$ cat src/rtl/seq_det_scan_ctrl_if.sv
// Requester / response bus for seq_det_scan_ctrl.
// master: word producers and response consumer. slave: the scan controller.
interface seq_det_scan_ctrl_if #(
    parameter int N_REQ  = 4,
    parameter int WORD_W = 16
);
    localparam int ID_W  = $clog2(N_REQ);
    localparam int CNT_W = $clog2(WORD_W + 1);

    logic [N_REQ-1:0]        req;
    logic [N_REQ*WORD_W-1:0] req_data;
    logic [N_REQ-1:0]        gnt;
    logic                    rsp_valid;
    logic                    rsp_ready;
    logic [ID_W-1:0]         rsp_id;
    logic [CNT_W-1:0]        rsp_count;
    logic                    rsp_found;

    modport master (
        output req, req_data, rsp_ready,
        input  gnt, rsp_valid, rsp_id, rsp_count, rsp_found
    );

    modport slave (
        input  req, req_data, rsp_ready,
        output gnt, rsp_valid, rsp_id, rsp_count, rsp_found
    );
endinterface

$ cat src/rtl/seq_det_scan_ctrl.sv
// Shares one bit-serial "1001" detector (non-overlap Mealy, registered output)
// among N_REQ requesters. Round-robin grant, capture word, clear detector,
// shift word MSB-first, count hits, return one response per word.
// Optional statistics counters are built only when SEQ_CTRL_STATS_EN is defined.
module seq_det_scan_ctrl #(
    parameter int N_REQ  = 4,
    parameter int WORD_W = 16
) (
    input  logic                clk,
    input  logic                reset_n,
    seq_det_scan_ctrl_if.slave  bus,
    output logic                det_rst_n,
    output logic                det_bit,
    input  logic                det_hit,
    output logic [15:0]         stat_words,
    output logic [15:0]         stat_hits
);
    localparam int ID_W  = $clog2(N_REQ);
    localparam int CNT_W = $clog2(WORD_W + 1);

    typedef enum logic [2:0] {
        IDLE,
        CLR,
        SHIFT,
        DRAIN,
        DONE
    } state_t;

    state_t            state;
    logic [WORD_W-1:0] shreg;
    logic [CNT_W-1:0]  bit_cnt;
    logic [CNT_W-1:0]  hit_cnt;
    logic [CNT_W-1:0]  hit_next;
    logic [ID_W-1:0]   rr_ptr;
    logic              win_valid;
    logic [ID_W-1:0]   win_idx;
    logic              accept;

    // The shift register drains to zero, so its MSB is also 0 in DRAIN/DONE/IDLE.
    assign det_bit  = shreg[WORD_W-1];
    assign hit_next = hit_cnt + CNT_W'(det_hit);
    assign accept   = (state == DONE) && bus.rsp_ready;

    // Round-robin pick: first requester at or above rr_ptr, wrapping.
    always_comb begin
        int j;
        // NOTE: every output gets a default first so no path infers a latch.
        win_valid = 1'b0;
        win_idx   = '0;
        j         = 0;
        // Walk from farthest to nearest so the nearest set request wins.
        for (int i = N_REQ - 1; i >= 0; i--) begin
            j = int'(rr_ptr) + i;
            if (j >= N_REQ) j = j - N_REQ;
            if (bus.req[j]) begin
                win_valid = 1'b1;
                win_idx   = ID_W'(j);
            end
        end
    end

    // Main scan FSM; all outputs registered.
    always_ff @(posedge clk or negedge reset_n) begin
        if (!reset_n) begin
            state         <= IDLE;
            rr_ptr        <= '0;
            shreg         <= '0;
            bit_cnt       <= '0;
            hit_cnt       <= '0;
            det_rst_n     <= 1'b0;
            bus.gnt       <= '0;
            bus.rsp_valid <= 1'b0;
            bus.rsp_id    <= '0;
            bus.rsp_count <= '0;
            bus.rsp_found <= 1'b0;
        end else begin
            // NOTE: non-blocking everywhere so each register sees pre-edge values.
            bus.gnt <= '0;
            case (state)
                IDLE: begin
                    det_rst_n <= 1'b0;
                    if (win_valid) begin
                        shreg      <= bus.req_data[int'(win_idx)*WORD_W +: WORD_W];
                        bus.rsp_id <= win_idx;
                        bus.gnt    <= {{(N_REQ-1){1'b0}}, 1'b1} << win_idx;
                        state      <= CLR;
                    end
                end
                CLR: begin
                    // Detector stays in reset through this cycle, released for SHIFT.
                    det_rst_n <= 1'b1;
                    bit_cnt   <= CNT_W'(WORD_W);
                    hit_cnt   <= '0;
                    state     <= SHIFT;
                end
                SHIFT: begin
                    shreg   <= shreg << 1;
                    bit_cnt <= bit_cnt - 1'b1;
                    // First SHIFT cycle sees the detector's post-reset output, not a bit result.
                    if (bit_cnt != CNT_W'(WORD_W)) hit_cnt <= hit_next;
                    if (bit_cnt == CNT_W'(1)) state <= DRAIN;
                end
                DRAIN: begin
                    // det_hit here is the result for the last shifted bit.
                    bus.rsp_count <= hit_next;
                    bus.rsp_found <= (hit_next != '0);
                    bus.rsp_valid <= 1'b1;
                    state         <= DONE;
                end
                DONE: begin
                    if (bus.rsp_ready) begin
                        bus.rsp_valid <= 1'b0;
                        det_rst_n     <= 1'b0;
                        rr_ptr        <= (bus.rsp_id == ID_W'(N_REQ - 1)) ? '0 : bus.rsp_id + 1'b1;
                        state         <= IDLE;
                    end
                end
                default: state <= IDLE;
            endcase
        end
    end

`ifdef SEQ_CTRL_STATS_EN
    logic [16:0] hits_sum;
    assign hits_sum = {1'b0, stat_hits} + 17'(bus.rsp_count);

    // Saturating word/hit totals, updated on each accepted response.
    always_ff @(posedge clk or negedge reset_n) begin
        if (!reset_n) begin
            stat_words <= '0;
            stat_hits  <= '0;
        end else if (accept) begin
            if (stat_words != 16'hFFFF) stat_words <= stat_words + 16'd1;
            stat_hits <= hits_sum[16] ? 16'hFFFF : hits_sum[15:0];
        end
    end
`else
    assign stat_words = '0;
    assign stat_hits  = '0;
`endif

endmodule

$ cat src/flat_wrapper.sv
// flat-port wrapper written by rule: the top's interface ports become plain ports
module seq_det_scan_ctrl_flat 
#(
    parameter int N_REQ  = 4,
    parameter int WORD_W = 16
)
  (clk, reset_n, det_rst_n, det_bit, det_hit, stat_words, stat_hits, bus_req, bus_req_data, bus_rsp_ready, bus_gnt, bus_rsp_valid, bus_rsp_id, bus_rsp_count, bus_rsp_found);
  seq_det_scan_ctrl_if #(.N_REQ(N_REQ), .WORD_W(WORD_W)) bus_i ();
  input  logic clk;
  input  logic reset_n;
  output logic det_rst_n;
  output logic det_bit;
  input  logic det_hit;
  output logic [15:0] stat_words;
  output logic [15:0] stat_hits;
  input wire logic [$bits(bus_i.req)-1:0] bus_req;
  input wire logic [$bits(bus_i.req_data)-1:0] bus_req_data;
  input wire logic [$bits(bus_i.rsp_ready)-1:0] bus_rsp_ready;
  output wire logic [$bits(bus_i.gnt)-1:0] bus_gnt;
  output wire logic [$bits(bus_i.rsp_valid)-1:0] bus_rsp_valid;
  output wire logic [$bits(bus_i.rsp_id)-1:0] bus_rsp_id;
  output wire logic [$bits(bus_i.rsp_count)-1:0] bus_rsp_count;
  output wire logic [$bits(bus_i.rsp_found)-1:0] bus_rsp_found;
  assign bus_i.req = bus_req;
  assign bus_i.req_data = bus_req_data;
  assign bus_i.rsp_ready = bus_rsp_ready;
  assign bus_gnt = bus_i.gnt;
  assign bus_rsp_valid = bus_i.rsp_valid;
  assign bus_rsp_id = bus_i.rsp_id;
  assign bus_rsp_count = bus_i.rsp_count;
  assign bus_rsp_found = bus_i.rsp_found;
  seq_det_scan_ctrl #(.N_REQ(N_REQ), .WORD_W(WORD_W)) u_core (.clk(clk), .reset_n(reset_n), .bus(bus_i), .det_rst_n(det_rst_n), .det_bit(det_bit), .det_hit(det_hit), .stat_words(stat_words), .stat_hits(stat_hits));
endmodule
$ cat config.mk
export PLATFORM = sky130hd
export DESIGN_NAME = seq_det_scan_ctrl_flat
export DESIGN_NICKNAME = d
export VERILOG_FILES = /design/src/rtl/seq_det_scan_ctrl_if.sv /design/src/rtl/seq_det_scan_ctrl.sv /design/src/flat_wrapper.sv
export SDC_FILE = /design/constraint.sdc
export NUM_CORES = 1
export LEC_CHECK = 0
export ABC_CLOCK_PERIOD_IN_PS = 4880
export CAP_MARGIN = 20
export CORE_MARGIN = 1.5
export CORE_UTILIZATION = 48
export DETAILED_ROUTE_END_ITERATION = 8
export DONT_BUFFER_PORTS = 1
export PLACE_DENSITY_LB_ADDON = 0.05
export SLEW_MARGIN = 0
export SYNTH_ARGS = -nofsm -noshare
export SYNTH_HDL_FRONTEND = slang
export SYNTH_SLANG_ARGS = --single-unit
$ cat constraint.sdc
create_clock -name clk -period 4.88 [get_ports clk]
set_input_delay 0.488 -clock clk [delete_from_list [all_inputs] [get_ports clk]]
set_output_delay 0.488 -clock clk [all_outputs]
set_load 0.005 [all_outputs]
* Word-level counts from Yosys, hierarchy flattened
Index checks and enable logic that the tools add are counted.
Cells by class: eq/ne operators 11, add/subtract/negate cells 10, shift operators 2, magnitude comparators 8, reduce and logical (&&, ||, !) cells 13, multiplexer cells 39
Operators by type and width (count):
- 32-bit by 4-bit < comparator with 1-bit output, second input constant | 4
- 32-bit two-way mux | 4
- 32-bit by 4-bit >= comparator with 1-bit output, second input constant | 3
- 32-bit by 4-bit subtractor with 32-bit output, second input constant | 3
- 64-bit by 7-bit indexed part select with 16-bit output | 1
- 16-bit case mux with 2 select lines | 1
- 5-bit case mux with 2 select lines | 2
- 16-bit two-way mux | 1
- 3-bit case mux with 5 select lines | 1
- 1-bit two-way mux | 13
- 2-bit AND reduction | 6
- 2-bit two-way mux | 5
- 3-bit two-way mux | 3
- 1-bit binary-select mux with 2-bit select | 4
- 4-bit two-way mux | 2
- 2-bit by 2-bit adder with 3-bit output, second input constant | 2
- 3-bit by 2-bit equality test with 1-bit output, second input constant | 2
- 2-bit by 1-bit inequality test with 1-bit output, second input constant | 3
- 2-bit nonzero test | 3
- 5-bit by 1-bit adder with 5-bit output | 1
- 5-bit by 1-bit equality test with 1-bit output, second input constant | 1
- 5-bit two-way mux | 1
- 5-bit inequality test, second input constant | 1
- 5-bit nonzero test | 1
- other kinds (15) | 15
Storage, ports and cells: output and inout bits 47, logic and storage cells 94, input bits 72, register bits 45

* Logic depth before layout (Yosys ltp)
Gate-level depths: netlist (run 1).
depth in word-level cells 13, gate-level depth with buffers 7, gate-level depth less buffers 6

* Least setup slack after synthesis (run 1)
No wires, ideal clock.
kind input to register, start input bus_req[1], end register u_core.shreg[10], setup time 0.132 ns, data required time 4.748 ns, stages on the path 5, path slack 3.201 ns, data arrival time 1.547 ns, path through mux2_2 o221ai_4 buf_6 mux2i_1 o211ai_2
On the way: word-level cells in the longest chain between the ends 10, elaborated cells on any way between the ends 25, those cells by class eq/ne: 1; shift: 1; mux: 22; reduce/logical: 1
Ends and longest elaborated chain:
- from (decl) | RTL line flat_wrapper.sv:16 | input wire logic [$bits(bus_i.req)-1:0] bus_req;
- 1-bit binary-select mux with 2-bit select | RTL line seq_det_scan_ctrl.sv:55 | if (bus.req[j]) begin
- 1-bit two-way mux (not written as such) (2 in a row) | RTL line seq_det_scan_ctrl.sv:55
- 2-bit two-way mux (4 in a row) | RTL line seq_det_scan_ctrl.sv:55
- 64-bit by 7-bit indexed part select with 16-bit output | RTL line seq_det_scan_ctrl.sv:83 | shreg <= bus.req_data[int'(win_idx)*WORD_W +: WORD_W];
- 16-bit two-way mux | RTL line seq_det_scan_ctrl.sv:82 | if (win_valid) begin
- 16-bit case mux with 2 select lines | RTL line seq_det_scan_ctrl.sv:79 | case (state)
- to (signal assigned) | RTL line seq_det_scan_ctrl.sv:83
- to (signal assigned) | RTL line seq_det_scan_ctrl.sv:97 | shreg <= shreg << 1;
- to (decl) | RTL line seq_det_scan_ctrl.sv:30 | logic [WORD_W-1:0] shreg;
Several ways; a longest one is shown, not always the timed one. The select of a mux whose other input is x is not followed. A chain may end at the register's enable or synchronous reset.

* Final worst setup path (run 1)
start register u_core.rr_ptr[0], end register u_core.shreg[0]
On the way: word-level cells in the longest chain between the ends 13, elaborated cells on any way between the ends 40, those cells by class add/sub: 7; order compare: 4; eq/ne: 1; shift: 1; mux: 26; reduce/logical: 1
Ends and longest elaborated chain:
- from (decl) | RTL line seq_det_scan_ctrl.sv:34 | logic [ID_W-1:0] rr_ptr;
- from (signal assigned) | RTL line seq_det_scan_ctrl.sv:114 | rr_ptr <= (bus.rsp_id == ID_W'(N_REQ - 1)) ? '0 : bus.rsp_id + 1'b1;
- 2-bit by 2-bit adder with 3-bit output | RTL line seq_det_scan_ctrl.sv:53 | j = int'(rr_ptr) + i;
- 32-bit by 4-bit subtractor with 32-bit output or 32-bit by 4-bit >= comparator with 1-bit output (tied branches) | RTL line seq_det_scan_ctrl.sv:54 | if (j >= N_REQ) j = j - N_REQ;
- 32-bit two-way mux | RTL line seq_det_scan_ctrl.sv:54
- 1-bit binary-select mux with 2-bit select | RTL line seq_det_scan_ctrl.sv:55
- 1-bit two-way mux (not written as such) (2 in a row) | RTL line seq_det_scan_ctrl.sv:55
- 2-bit two-way mux (4 in a row) | RTL line seq_det_scan_ctrl.sv:55
- 64-bit by 7-bit indexed part select with 16-bit output | RTL line seq_det_scan_ctrl.sv:83
- 16-bit two-way mux | RTL line seq_det_scan_ctrl.sv:82
- 16-bit case mux with 2 select lines | RTL line seq_det_scan_ctrl.sv:79
Several ways; a longest one is shown, not always the timed one. The select of a mux whose other input is x is not followed.

==> flow_summary.yaml, run 1 <==
detailed_routing:
  detail_route.vias_per_cell: 5.37
  highest_layer: "met4"
  dr_wl_met2_um: 2470
  wl_um: 5320
  wl_met1_um: 2330
  ant_nets: 0
  drtIter0Drc: 60
  drc: 0
  wl_met3_um: 432
  wl_per_cell_um: 14.4
  via_count: 1976
  first_pass_iters: 4
global_routing:
  grt_pass1_wl_um: 8670
  overflow: 0
  grt_use_total: 0.173
  antenna_found_initial: 0
  grt_max_degree: 46
  grt_pass1_vias: 1825
timing:
  min_period_ns: 2.03
  max-slew-margin-rel: 0.447
  tns_ns: 0
  report.final.slew_viol_count: 0
  max_freq_ghz: 0.493
  grt_setup_unrepaired: "no"
  finalSetupViolCount: 0
  setup_ws_ns: 2.85
  hold_viol: 0
  clock_skew_ns: 0.00752
  tightest_slew_ns: 0.828
  timing.final.crit_share: 0.416
place:
  portBuffers: 0
  hpwl_um: 3890
  place.gp.congestion: 0.798
  dp_cells: 359
  place_ws_ns: 2.83
setup_path:
  r2r_slack_ns: 2.85
  cp-endpoint: "u_core.shreg[0]$_DFFE_PN0P_"
  worstPathRequired_ns: 5.03
  r2r-end: "u_core.shreg[0]$_DFFE_PN0P_"
  critPathKind: "reg2reg"
  reg2reg_from: "u_core.rr_ptr[0]$_DFFE_PN0P_"
  cp-start-kind: "flop"
  crit_path_start: "u_core.rr_ptr[0]$_DFFE_PN0P_"
  reg2reg_depth: 6
  critPathMaxFanout: 35
  end_kind: "flop"
  cp.arrival_ns: 2.18
clock_tree:
  cts.clk_slew.worst_paths_ns: 0.09
  worstSkewPairLatency_ns: 0.29
  cts_resized: 0
  post_cts_buffers: 0
  cts_tree: "yes"
  htreeDepth: 2
  cts_root_buf: "clkbuf_8"
  cts_buffer_depth: 2
  clock-sinks: 45
  cts_buffers: 5
pwr:
  p_per_area_nw_per_um2: 590
  p_leak_uw: 0.00135
  ir_drop_v: 0.000260
  p_total_uw: 1700
yosys:
  ys_seq_area_frac: 0.388
  ys_ff_latch: 45
  yosys.area.top_type: "dfrtp_1"
  syn_avg_cell_area_um2: 9.67
  synth_cells: 300
  async_flop_share: 1.00
  ys.flop_type: "dfrtp_1"
  synthDistinctLibCells: 50
  synth_top_area_share: 0.388
  synth_area_um2: 2900
  synthTopCellsByCount: "51 x nand2_1, 45 x dfrtp_1, 33 x buf_4"
  synthTopCellsByArea: "dfrtp_1 39%, buf_4 8.5%, nand2_1 6.6%, mux2i_1 5.9%, a21o_1 4.1%"
  synth_most_common_cell: "nand2_1"
  synth_edf_count: 0
  yosysWarnings: 0
floorplanning:
  die-area_um2: 6520
  dieHeight_um: 80.8
  dieWidth_um: 80.8
  core_um2: 5890
  rows: 28
  num_io_pins: 119
  start_util: 0.493
flow_run:
  drv_cap: 0
finish:
  area_delta_synth_final_pct: -0.647
  fin_nets: 369
  instances_no_fill: 368
  antenna_cells: 0
  final_core_utilization: 0.490
  drive_gt1_frac: 0.102
run_status:
  status: "completed"
hold_path:
  hp-class: "in2async"
==> layout by cell type (no fill, tap or decap), drive strengths merged, types with 2 or more instances in the layout <==
master and count:
inv 6, xnor2 2, mux2 4, ha 5, o211ai 16, nand2b 2
nor4 2, buf 2, a21oi 3, nor3 3, a21boi 2, mux2i 17
o21ai 13, dfrtp 45, conb 32, and2 2, a22oi 15, o31ai 2
a21o 16, nor2 15, nand2 53, xor2 2, nand3 7, clkbuf 6
a31oi 2, or3b 3
==> how the worst min path moves through the flow <==
| stage | start | end | slack (ns) | cells after the start |
|---|---|---|---|---|
| 2_1_floorplan | reset_n | u_core.bit_cnt[0]$_DFFE_PN0P_ | 0.19 | 0 |
| 3_3_place_gp | reset_n | u_core.bus.rsp_valid$_DFFE_PN0P_ | 0.19 | 0 |
| 5_1_grt | reset_n | u_core.rr_ptr[0]$_DFFE_PN0P_ | 0.02 | 1 |
| 3_5_place_dp | reset_n | u_core.bus.rsp_valid$_DFFE_PN0P_ | 0.19 | 0 |
| 4_1_cts | reset_n | u_core.rr_ptr[0]$_DFFE_PN0P_ | 0.03 | 1 |
| 6_report | reset_n | u_core.bus.rsp_id[1]$_DFFE_PN0P_ | 0.02 | 1 |
==> cells by family after synthesis <==
family,synth area share
AOI/OAI and AO/OA,0.215
xor gates and xnor gates,0.0121
other,0.00129
muxes,0.0742
adders and majority gates,0.0216
DFF,0.388
buffers and inverters,0.137
and+or+nand+nor,0.150
==> metrics by stage <==
stage / area (um^2) / hold WS (ns)
5_1_grt: 2880 / 0.0207
4_1_cts: 2880 / 0.0296
3_3_place_gp: 2740 / 0.193
6_report: 2880 / 0.0207
3_5_place_dp: 2740 / 0.193
2_1_floorplan: 3020 / 0.192
==> cell type report <==
cell class | count | area [um^2]
clock buffer | 6 | 72.6
clock inverter | 2 | 38.8
fill | 607 | 3000
inverter | 6 | 22.5
multi-input combinational | 232 | 1490
sequential | 45 | 1130
tap | 75 | 93.8
timing repair buffer | 2 | 35.0
==> critical path: stages (launching register included) <==
cell and delay (ns):
dfrtp_1 0.43, or3b_1 0.46, o221ai_4 0.08, buf_4 0.41, mux2i_1 0.23, a2bb2oi_1 0.17, o21ai_1 0.07
==> state kept, by name, summed over array words and instances, names as in the netlist <==
signal	count
u_core.bus.rsp_valid	1
u_core.det_rst_n	1
u_core.bus.rsp_found	1
u_core.bus.gnt	4
u_core.shreg	16
u_core.rr_ptr	2
u_core.bus.rsp_id	2
u_core.hit_cnt	5
u_core.bus.rsp_count	5
u_core.bit_cnt	5
u_core.state	3
==> what timing repair did <==
item | in CTS | in global routing
hold buffers | 1 | 0
endpoints found under the setup margin | 0 | 0
endpoints found under the hold margin | 45 | 0
==> metal layers <==
| metal | vias to the layer above | global-route usage |
|---|---|---|
| li1 | 975 | - |
| met1 | 925 | 0.206 |
| met2 | 70 | 0.291 |
| met3 | 6 | 0.0596 |
| met4 | 0 | 0.0638 |
| met5 | - | 0 |
==> where the power goes <==
part	switching, uW	internal [uW]	leakage, uW
registers	128	528	0.000573
logic	438	326	0.000721
clock network	126	154	0.0000554
total	692	1010	0.00135
Note: power is estimated with default switching activity, not from simulation.
==> run 2: changes to the inputs <==
ABC_CLOCK_PERIOD_IN_PS = 2000   (was 4880)
clock period = 2 ns   (was 4.88 ns; I/O delays follow)
==> flow_summary.yaml, run 2 (same netlist as run 1, synthesis figures left out) <==
setup_path:
  critPathKind: "reg2reg"
  cp.arrival_ns: 2.00
  max_stage_delay_ns: 0.54
  worstPathRequired_ns: 2.18
  end_kind: "flop"
  critPathMaxFanout: 10
  cp_cell_sequence: "or3b_1 > a31o_4 > nand2_2 > a21boi_1 > or2_1"
  critical-path-slowest-cell: "dfrtp_1"
  cp-start-kind: "flop"
  reg2reg_depth: 5
timing:
  grt_setup_unrepaired: "no"
  max-slew-margin-rel: 0.416
  tns_ns: 0
  max_freq_ghz: 0.552
  report.final.slew_viol_count: 0
  clock_skew_ns: 0.00771
  finalSetupViolCount: 0
  timing.final.crit_share: 0.906
  min_period_ns: 1.81
  tightest_slew_ns: 0.874
  hold_viol: 0
place:
  portBuffers: 0
  postPlaceCellArea_um2: 2780
  place.gp.congestion: 0.789
  dp_cells: 362
  hpwl_um: 4030
finish:
  largest_register_ffs: 16
  top_register: "u_core.shreg"
  drive_gt1_frac: 0.111
  area_delta_synth_final_pct: 1.08
  fin_nets: 373
  antenna_cells: 0
  layout_common_cells: "51 x nand2_1, 45 x dfrtp_1, 32 x conb_1"
  instances_no_fill: 372
  num-fill-cells: 571
  final_common_cell: "nand2_1"
  stdcell_area_um2: 2930
clock_tree:
  cts_tree: "yes"
  cts_buffer_depth: 2
  cts.clk_slew.worst_paths_ns: 0.08
  cts_root_buf: "clkbuf_8"
  clock-sinks: 45
  cts_buffers: 5
  worstSkewPairLatency_ns: 0.30
  htreeDepth: 2
detailed_routing:
  drc: 0
  first_pass_iters: 4
  drtIter0Drc: 111
  via_count: 2028
  detail_route.vias_per_cell: 5.45
  wl_um: 5660
  ant_nets: 0
  wl_per_cell_um: 15.2
hold_path:
  hp-class: "in2reg"
  hold_path_depth: 2
pwr:
  ir_drop_v: 0.000507
  p_per_area_nw_per_um2: 1460
  p_leak_uw: 0.00138
  p_total_uw: 4270
global_routing:
  overflow: 0
  grt_pass1_wl_um: 9230
  antenna_found_initial: 0
  grt_use_total: 0.184
  grt_max_degree: 46
  grt_pass1_vias: 1958
floorplanning:
  dieHeight_um: 80.8
  rows: 28
  start_util: 0.493
  core_um2: 5890
  die-area_um2: 6520
  dieWidth_um: 80.8
  num_io_pins: 119
run_status:
  status: "completed"
flow_run:
  drv_cap: 0
## run 2: cell types whose count changed in the layout (fill, tap and decap cells not counted), sizes merged
cell         before  now
clkinv            1    0
buf               2    5
dlygate4sd3       0    1
clkbuf            6    7
## run 2: critical path, delay by kind of cell (launching register included)
family,cells,cell delay (ns)
flip-flops,1,0.54
AND/OR/NAND/NOR,3,0.81
AO/OA/AOI/OAI,2,0.35
## run 2: power by group
group          leakage [uW]  switching, uW  internal (uW)
Sequential         0.000573            321           1290
Combinational      0.000745           1090            849
Clock             0.0000585            313            408
## run 2: area by class of cell
type                       instances  area, um^2  share of cell area
multi-input combinational        232        1490               0.509
sequential                        45        1130               0.384
tap                               75        93.8              0.0320
clock buffer                       7        86.3              0.0294
timing repair buffer               6        80.1              0.0273
clock inverter                     1        30.0              0.0102
inverter                           6        22.5             0.00768
## run 2: path summary, 6_finish.rpt
kind                                                     start                                   to  slack (ns)
max in group asynchronous                              reset_n        u_core.bit_cnt[0]$_DFFE_PN0P_        1.37
setup / recovery                   u_core.state[1]$_DFFE_PN0P_        u_core.hit_cnt[3]$_DFFE_PN0P_        0.19
hold / removal                                bus_req_data[48]          u_core.shreg[0]$_DFFE_PN0P_        0.09
setup reg to reg                   u_core.state[1]$_DFFE_PN0P_        u_core.hit_cnt[3]$_DFFE_PN0P_        0.19
hold reg to reg            u_core.bus.rsp_count[4]$_DFFE_PN0P_  u_core.bus.rsp_count[4]$_DFFE_PN0P_        0.52
min in group asynchronous                              reset_n     u_core.bus.rsp_id[1]$_DFFE_PN0P_        0.41
## run 2: stage by stage
stage                     utilization  hold slack (ns)  worst slack, ns
final                           0.498           0.0929            0.187
after global routing            0.498           0.0853           0.0257
after CTS                       0.498           0.0826            0.168
after detailed placement        0.472          -0.0947            0.198
after global placement          0.472          -0.0947            0.216
after floorplan                     -          -0.0956            0.332
## run 2: repair_timing
action	CTS	global route
hold endpoints to repair	45	0
resized for setup	0	0
hold buffers	2	0
setup buffers	0	0
setup endpoints to repair	0	0
## run 2: routing by layer
layer / GRT usage / routed length [um]
met4: 0.0586 / 88
met2: 0.306 / 2750
met5: 0 / 0
met1: 0.223 / 2360
met3: 0.0652 / 464
